$ cat src/rtl/bg_theme_sequencer.sv
// Background theme sequencer: owns the fill/border colours (RRRGGGBB) seen by
// the background drawer and walks them through a frame-locked fade-out /
// theme-switch / fade-in whenever game logic asks for a different theme.
//
// Handshake: themeReq is a one-cycle pulse that is always accepted; themeAck
// answers one cycle later. busy is high from the cycle after an accepted
// change until the cycle the final fade-in colour lands. A request seen while
// busy is parked in a single pending slot (newest wins) and served afterwards.
module bg_theme_sequencer #(
  parameter int FRAMES_PER_STEP = 4
) (
  input  logic       clk,
  input  logic       resetN,
  input  logic       startOfFrame,
  input  logic       themeReq,
  input  logic [1:0] themeSel,
  output logic       themeAck,
  output logic       busy,
  output logic [7:0] fillRGB,
  output logic [7:0] borderRGB
);

  typedef enum logic [1:0] {
    IDLE     = 2'd0,
    FADE_OUT = 2'd1,
    FADE_IN  = 2'd2
  } state_t;

  localparam logic [3:0] STEP_LAST = 4'(FRAMES_PER_STEP - 1);

  // state_q is the FSM state; bind checkers to it directly
  state_t     state_q;
  state_t     state_d;
  logic [1:0] cur_theme;
  logic [1:0] tgt_theme;
  logic [1:0] pend_theme;
  logic       pend_valid;
  logic [3:0] frame_cnt;

  logic       in_fade;
  logic       step;
  logic [7:0] goal_fill;
  logic [7:0] goal_border;
  logic [7:0] dim_fill;
  logic [7:0] dim_border;
  logic [7:0] lit_fill;
  logic [7:0] lit_border;
  logic [7:0] fill_d;
  logic [7:0] border_d;
  logic       busy_d;

  function automatic logic [7:0] theme_fill(input logic [1:0] sel);
    logic [7:0] c;
    case (sel)
      2'd0:    c = 8'h58;
      2'd1:    c = 8'h02;
      2'd2:    c = 8'h6D;
      default: c = 8'h88;
    endcase
    return c;
  endfunction

  function automatic logic [7:0] theme_border(input logic [1:0] sel);
    logic [7:0] c;
    case (sel)
      2'd0:    c = 8'hFC;
      2'd1:    c = 8'hFF;
      2'd2:    c = 8'hE0;
      default: c = 8'hFC;
    endcase
    return c;
  endfunction

  // One step darker: every channel drops by one, stopping at zero
  function automatic logic [7:0] fade_down(input logic [7:0] c);
    logic [2:0] r;
    logic [2:0] g;
    logic [1:0] b;
    r = (c[7:5] != 3'd0) ? c[7:5] - 3'd1 : 3'd0;
    g = (c[4:2] != 3'd0) ? c[4:2] - 3'd1 : 3'd0;
    b = (c[1:0] != 2'd0) ? c[1:0] - 2'd1 : 2'd0;
    return {r, g, b};
  endfunction

  // One step brighter: every channel rises by one, stopping at the goal
  function automatic logic [7:0] fade_up(input logic [7:0] c, input logic [7:0] t);
    logic [2:0] r;
    logic [2:0] g;
    logic [1:0] b;
    r = (c[7:5] < t[7:5]) ? c[7:5] + 3'd1 : t[7:5];
    g = (c[4:2] < t[4:2]) ? c[4:2] + 3'd1 : t[4:2];
    b = (c[1:0] < t[1:0]) ? c[1:0] + 2'd1 : t[1:0];
    return {r, g, b};
  endfunction

  // Frames only advance the fade while a fade is running
  assign in_fade     = (state_q != IDLE);
  assign step        = in_fade && startOfFrame && (frame_cnt == STEP_LAST);
  assign goal_fill   = theme_fill(cur_theme);
  assign goal_border = theme_border(cur_theme);
  assign dim_fill    = fade_down(fillRGB);
  assign dim_border  = fade_down(borderRGB);
  assign lit_fill    = fade_up(fillRGB, goal_fill);
  assign lit_border  = fade_up(borderRGB, goal_border);

  // FSM state register
  always_ff @(posedge clk or posedge resetN) begin
    if (resetN) state_q <= IDLE;
    else        state_q <= state_d;
  end

  // FSM next state: a fresh request in IDLE outranks a parked one
  always_comb begin
    state_d = state_q;
    case (state_q)
      IDLE: begin
        if (themeReq) begin
          if (themeSel != cur_theme) state_d = FADE_OUT;
        end else if (pend_valid && (pend_theme != cur_theme)) begin
          state_d = FADE_OUT;
        end
      end
      FADE_OUT: begin
        if (step && (dim_fill == 8'h00) && (dim_border == 8'h00)) state_d = FADE_IN;
      end
      FADE_IN: begin
        if (step && (lit_fill == goal_fill) && (lit_border == goal_border)) state_d = IDLE;
      end
      default: state_d = IDLE;
    endcase
  end

  // FSM outputs: next colour values and busy, registered below
  always_comb begin
    fill_d   = fillRGB;
    border_d = borderRGB;
    busy_d   = (state_d != IDLE);
    if (step && (state_q == FADE_OUT)) begin
      fill_d   = dim_fill;
      border_d = dim_border;
    end else if (step && (state_q == FADE_IN)) begin
      fill_d   = lit_fill;
      border_d = lit_border;
    end
  end

  // Registered outputs; reset shows theme 0 straight away
  always_ff @(posedge clk or posedge resetN) begin
    if (resetN) begin
      themeAck  <= 1'b0;
      busy      <= 1'b0;
      fillRGB   <= 8'h58;
      borderRGB <= 8'hFC;
    end else begin
      themeAck  <= themeReq;
      busy      <= busy_d;
      fillRGB   <= fill_d;
      borderRGB <= border_d;
    end
  end

  // Theme bookkeeping: target, pending slot, and the active theme swap at black
  always_ff @(posedge clk or posedge resetN) begin
    if (resetN) begin
      cur_theme  <= 2'd0;
      tgt_theme  <= 2'd0;
      pend_theme <= 2'd0;
      pend_valid <= 1'b0;
    end else begin
      if (state_q == IDLE) begin
        if (themeReq) begin
          pend_valid <= 1'b0;
          if (themeSel != cur_theme) tgt_theme <= themeSel;
        end else if (pend_valid) begin
          // Either consumed into a new fade or dropped as already shown
          pend_valid <= 1'b0;
          if (pend_theme != cur_theme) tgt_theme <= pend_theme;
        end
      end else if (themeReq) begin
        pend_valid <= 1'b1;
        pend_theme <= themeSel;
      end
      if ((state_q == FADE_OUT) && (state_d == FADE_IN)) cur_theme <= tgt_theme;
    end
  end

  // Frame divider: restarts on every fade start and after every step
  always_ff @(posedge clk or posedge resetN) begin
    if (resetN) begin
      frame_cnt <= 4'd0;
    end else if ((state_q != FADE_OUT) && (state_d == FADE_OUT)) begin
      frame_cnt <= 4'd0;
    end else if (in_fade && startOfFrame) begin
      frame_cnt <= step ? 4'd0 : frame_cnt + 4'd1;
    end
  end

endmodule

$ cat config.mk
export PLATFORM = sky130hd
export DESIGN_NAME = bg_theme_sequencer
export DESIGN_NICKNAME = d
export VERILOG_FILES = /design/src/rtl/bg_theme_sequencer.sv
export SDC_FILE = /design/constraint.sdc
export NUM_CORES = 1
export LEC_CHECK = 0
export ABC_AREA = 1
export BUFFER_PORTS_ARGS = -buffer_cell sky130_fd_sc_hd__clkbuf_2
export CAP_MARGIN = 15
export CORE_ASPECT_RATIO = 0.9
export CORE_MARGIN = 2
export CORE_UTILIZATION = 65
export CTS_CLUSTER_DIAMETER = 150
export DETAILED_ROUTE_END_ITERATION = 8
export GPL_ROUTABILITY_DRIVEN = 0
export GPL_TIMING_DRIVEN = 0
export PLACE_DENSITY = 0.86
export REMOVE_ABC_BUFFERS = 1
export SLEW_MARGIN = 15
export SYNTH_ARGS = -nofsm -noshare
export SYNTH_HDL_FRONTEND = slang
export SYNTH_SLANG_ARGS = --single-unit
$ cat constraint.sdc
create_clock -name clk -period 2.98 [get_ports clk]
set_input_delay 0.596 -clock clk [delete_from_list [all_inputs] [get_ports clk]]
set_output_delay 0.596 -clock clk [all_outputs]
set_load 0.02 [all_outputs]
After elaboration in Yosys (flattened, before gate mapping)
Index checks and enable logic that the tools add are counted.

Input bits: 6. Word-level logic and storage cells: 106. Register bits: 31.

Order comparisons: 6. Equality and inequality tests: 13. Bitwise gates (word level): 1. Add/sub/neg operators: 13. Reductions and logical operators: 30. Multiplexer cells: 33.

Operators by type and width (count): 8-bit 2-to-1 mux (4); 2-bit 2-to-1 mux (13); 3-bit 2-to-1 mux (8); 8-bit one-hot mux with 3 select lines (1); 2-bit nonzero test (9); 8-bit == test (2); 8-bit logical NOT (2); 3-bit by 1-bit adder with 3-bit output, second input constant (4); 4-bit 2-to-1 mux (3); 3-bit nonzero test (4); 3-bit by 1-bit subtractor with 3-bit output, second input constant (4); 1-bit logical AND (11); 5-bit one-hot mux with 2 select lines (1); 3-bit less-than comparator (3); 2-bit by 1-bit == test with 1-bit output, second input constant (3); 2-bit == test, second input constant (3); 2-bit one-hot mux with 3 select lines (1); 2-bit by 1-bit adder with 2-bit output, second input constant (2); 4-bit by 1-bit adder with 4-bit output, second input constant (1); 4-bit by 2-bit == test with 1-bit output, second input constant (1); 2-bit logical NOT (2); 2-bit less-than comparator (2); 2-bit by 1-bit inequality test with 1-bit output, second input constant (2); 2-bit inequality test (2); 6 further kinds (8).

Longest topological paths before layout
Depth after elaboration: 12. Gate-level depth with buffers: 16.

Least setup slack after synthesis
OpenSTA, ideal clock, no wires.

Path kind: reg2reg. Start: register fillRGB[2]. End: register cur_theme[0]. Slack: 1005 ps. Cell stages (with the launch flop): 11. Clock period less this slack: 1975 ps. Arrival time: 1849 ps. Library setup time: 126 ps. Required time: 2854 ps. Cells stage by stage: dfrtp_1 -> inv_1 -> ha_1 -> inv_1 -> ha_1 -> nor4_1 -> nand2_1 -> nor2_1 -> nand4_1 -> inv_1 -> o21ai_0.

Cells in the longest elaborated chain, start to end: 9. Elaborated cells between the ends (all ways): 17.

Ends and longest elaborated chain: from (decl) (line 19) `output logic [7:0] fillRGB,`; from (signal assigned) (line 157) `fillRGB <= fill_d;`; 3-bit by 1-bit adder with 3-bit output, or another cell as far along (line 91) `g = (c[4:2] < t[4:2]) ? c[4:2] + 3'd1 : t[4:2];`; 3-bit 2-to-1 mux (on tied branches) (line 91, 80); 8-bit == test / 8-bit logical NOT (equally long branches) (line 127, 124); 1-bit logical AND (on tied branches) (2 in series) (line 127, 124); 2-bit 2-to-1 mux (on tied branches) (line 127, 124); 2-bit one-hot mux with 3 select lines * (line 115) `case (state_q)`; 2-bit == test * (line 183) `if ((state_q == FADE_OUT) && (state_d == FADE_IN)) cur_theme <= tgt_theme;`; 1-bit logical AND * (line 183); to (signal assigned) (line 183); to (decl) (line 34) `logic [1:0] cur_theme;`.

Every way passes the cells marked *; elsewhere a longest branch is shown, timed or not. A chain may end at the register's enable or synchronous reset.

Final worst setup path
Start: register cur_theme[1]. End: register fillRGB[4].

Cells in the longest elaborated chain, start to end: 6. Elaborated cells between the ends (all ways): 8.

Ends and longest elaborated chain: 2-bit == test, or another cell as far along (line 54) `case (sel)`; 8-bit one-hot mux with 3 select lines * (line 54); 3-bit less-than comparator (line 91); 3-bit 2-to-1 mux * (line 91); 8-bit 2-to-1 mux * (line 141) `end else if (step && (state_q == FADE_IN)) begin`; 8-bit 2-to-1 mux * (line 138) `if (step && (state_q == FADE_OUT)) begin`.

Every way passes the cells marked *; elsewhere a longest branch is shown, timed or not. The select of a mux whose other input is x is not followed.

==> results.sh <==
export IMPL_ys_seq_elements=31
export IMPL_cts_sinks=31
export IMPL_routedWlPerCell_um=14.0
export IMPL_cp_max_fo=7
export IMPL_grt_max_degree=32
export IMPL_via_per_inst=5.68
export IMPL_final_hold_violation_count=0
export IMPL_slowest_delay_ps=670
export IMPL_stdcell_area_um2=2880
export IMPL_ctsHoldBuffers=0
export IMPL_synthCells=346
export IMPL_tightest_slew_ps=676
export IMPL_min_path_type="in2async"
export IMPL_syn_area_um2=2670
export IMPL_synth_xor_area_share=0.0164
export IMPL_path_class="reg2reg"
export IMPL_cts_root_to_sink_buffers=2
export IMPL_dp_hpwl_um=4330
export IMPL_maxCapViolations=0
export IMPL_firstDrtPassIters=4
export IMPL_grt_antenna_before_repair=0
export IMPL_slew_headroom=0.549
export IMPL_rsz0062_at_grt="no"
export IMPL_fin_crit_ps=2440
export IMPL_final_cell_mix="75 x nand2_1, 54 x inv_1, 29 x ha_1"
export IMPL_cts_max_level=2
export IMPL_syn_avg_cell_area_um2=7.70
export IMPL_cp_arrival_ps=2640
export IMPL_synthAdderAreaFrac=0.136
export IMPL_post_cts_buffers=0
export IMPL_detail_route_antenna_nets=0
export IMPL_grt_overflow_total=0
export IMPL_grt_pass1_vias=2255
export IMPL_num_vias=2385
export IMPL_final_common_cell="nand2_1"
export IMPL_die_w_um=71.5
export IMPL_area_growth_pct=8.12
export IMPL_synth_mux_area_frac=0.00423
export IMPL_io_pins=24
export IMPL_antenna_cells=0
export IMPL_final_setup_tns_ps=0
export IMPL_fin_nets=406
export IMPL_yosys_area_share_simple=0.324
export IMPL_cts_buffers=5
export IMPL_die_h_um=64.7
export IMPL_fin_crit_sh=0.817
export IMPL_ys_seq_area_frac=0.295
export IMPL_clk_pin_slew_ps=80
export IMPL_p_leak_nw=1.52
export IMPL_wirelength_um=5890
export IMPL_synth_warnings=0
export IMPL_synth_top_family_by_area="simple AND/OR/NAND/NOR gates"
export IMPL_num_rows=22
export IMPL_slew_violations=0
export IMPL_yosysUniqueCellTypes=42
export IMPL_final_util=0.717
export IMPL_portBuffers=23
export IMPL_cp_end_kind="register"
export IMPL_cts_tree="built"
export IMPL_crit_chain="inv_2 -> nand2_1 -> ha_1 -> a21oi_1 -> nand2_1 -> nand2_1 -> o21ai_0 -> o221ai_1"
export IMPL_ctsResizeCount=0
export IMPL_synth_compound_area_share=0.119
export IMPL_critPathSlowestCell="dfrtp_1"
export IMPL_clk_latency_ps=300
export IMPL_finalSetupViolCount=0
export IMPL_cts_root_buffer="clkbuf_8"
export IMPL_start_util=0.663
export IMPL_vdd_drop_max_mv=0.539
export IMPL_p_per_area_nw_per_um2=957
export IMPL_die_area_um2=4630
export IMPL_clock_fmax_mhz=411
export IMPL_status="completed"
export IMPL_required_ps=3180
export IMPL_drc=0
export IMPL_grt_total_usage=0.276
export IMPL_finalClockSkew_ps=15.6
export IMPL_grt_pass1_wl_um=10000
export IMPL_core_area_um2=4020
export IMPL_drt_first_iter_violations=221
export IMPL_total_power_mw=2.76
export IMPL_drive_above_1_share=0.207
export IMPL_placed_area_um2=2790
export IMPL_crit_path_start_kind="register"
export IMPL_crit_top_cell="nand2_1"
[critical path: cells and delay by family, from the launching register on]
kind                       cells  cell delay, ps
AOI/OAI and AO/OA              3             790
adders and majority gates      1             260
DFF                            1             670
buffers and inverters          1             120
and+or+nand+nor                3             480
[cell usage after synthesis]
| cell type | count | share of area |
|---|---|---|
| a21boi_0 | 1 | 0.0028 |
| a21oi_1 | 8 | 0.015 |
| a21oi_2 | 1 | 0.0033 |
| a22o_1 | 1 | 0.0033 |
| a32oi_1 | 1 | 0.0033 |
| buf_12 | 1 | 0.0075 |
| buf_2 | 1 | 0.0019 |
| buf_4 | 1 | 0.0028 |
| buf_6 | 1 | 0.0042 |
| clkbuf_1 | 1 | 0.0014 |
| dfrtp_1 | 22 | 0.21 |
| dfstp_2 | 9 | 0.089 |
| ha_1 | 29 | 0.14 |
| inv_1 | 55 | 0.077 |
| inv_2 | 3 | 0.0042 |
| inv_4 | 2 | 0.0047 |
| mux2_2 | 1 | 0.0042 |
| nand2_1 | 75 | 0.11 |
| nand2_2 | 7 | 0.016 |
| nand2_4 | 4 | 0.017 |
| nand2_8 | 1 | 0.0075 |
| nand3_1 | 13 | 0.024 |
| nand3_2 | 5 | 0.019 |
| nand3_4 | 2 | 0.013 |
| nand3b_1 | 1 | 0.0028 |
| nand4_1 | 18 | 0.042 |
| nand4_2 | 1 | 0.0047 |
| nor2_1 | 26 | 0.037 |
| nor2_2 | 3 | 0.0070 |
| nor2_4 | 5 | 0.021 |
| nor4_1 | 2 | 0.0047 |
| o2111ai_1 | 1 | 0.0033 |
| o211ai_1 | 5 | 0.014 |
| o21ai_0 | 19 | 0.036 |
| o21ai_1 | 3 | 0.0056 |
| o21ai_2 | 1 | 0.0033 |
| o221ai_1 | 6 | 0.020 |
| o22ai_1 | 3 | 0.0070 |
| o31ai_1 | 1 | 0.0028 |
| or2_0 | 1 | 0.0023 |
| xnor2_1 | 1 | 0.0033 |
| xor2_1 | 4 | 0.013 |
[path summary, 6_finish.rpt]
kind                            slack (ps)  cells past startpoint                     start                  endpoint
min in group clk                       490                      2  tgt_theme[1]$_DFFE_PP0P_  cur_theme[1]$_DFFE_PP0P_
worst max-delay path                   540                      8  cur_theme[1]$_DFFE_PP0P_    fillRGB[4]$_DFFE_PP1P_
worst min-delay path                   380                      2                    resetN    fillRGB[0]$_DFFE_PP0P_
worst max register to register         540                      8  cur_theme[1]$_DFFE_PP0P_    fillRGB[4]$_DFFE_PP1P_
worst min register to register         490                      2  tgt_theme[1]$_DFFE_PP0P_  cur_theme[1]$_DFFE_PP0P_
max in group asynchronous             2160                      2                    resetN  frame_cnt[3]$_DFFE_PP0P_
[state kept, by name (all words and copies together) (netlist names)]
name        flops
cur_theme       2
pend_valid      1
themeAck        1
tgt_theme       2
fillRGB         8
borderRGB       8
pend_theme      2
busy            1
state_q         2
frame_cnt       4
[where the power goes]
group / internal [mW] / switching (mW)
sequential: 0.607 / 0.167
clock: 0.162 / 0.181
combinational: 0.575 / 1.06
[through the flow]
step,instances,hold WS [ps],setup WS (ps)
after CTS,420,391,594
final,420,376,545
after floorplan,341,449,900
after global routing,420,442,327
after detailed placement,412,472,612
after global placement,412,464,647
[cells by family after synthesis]
family / after synthesis
AND/OR/NAND/NOR: 164
XOR/XNOR: 5
buffers and inverters: 65
flip-flops: 31
multiplexers: 1
adder cells (fa/ha/maj): 29
AO/OA/AOI/OAI: 51
[layout make-up]
class | instances | area, um2
flip-flops and latches | 31 | 787
well taps | 48 | 60.1
clock inverters | 3 | 20.0
fillers | 351 | 1140
inverters | 60 | 230
clock buffers | 5 | 68.8
repair buffers | 23 | 115
multi-input cells | 250 | 1600
[layer usage]
layer,track usage,wire [um],part of all wire
met3,0.0591,298,0.051
met5,0,0,0
met2,0.459,2770,0.47
met4,0.113,133,0.023
met1,0.347,2700,0.46
No activity file was read; power rests on OpenSTA's default activity.
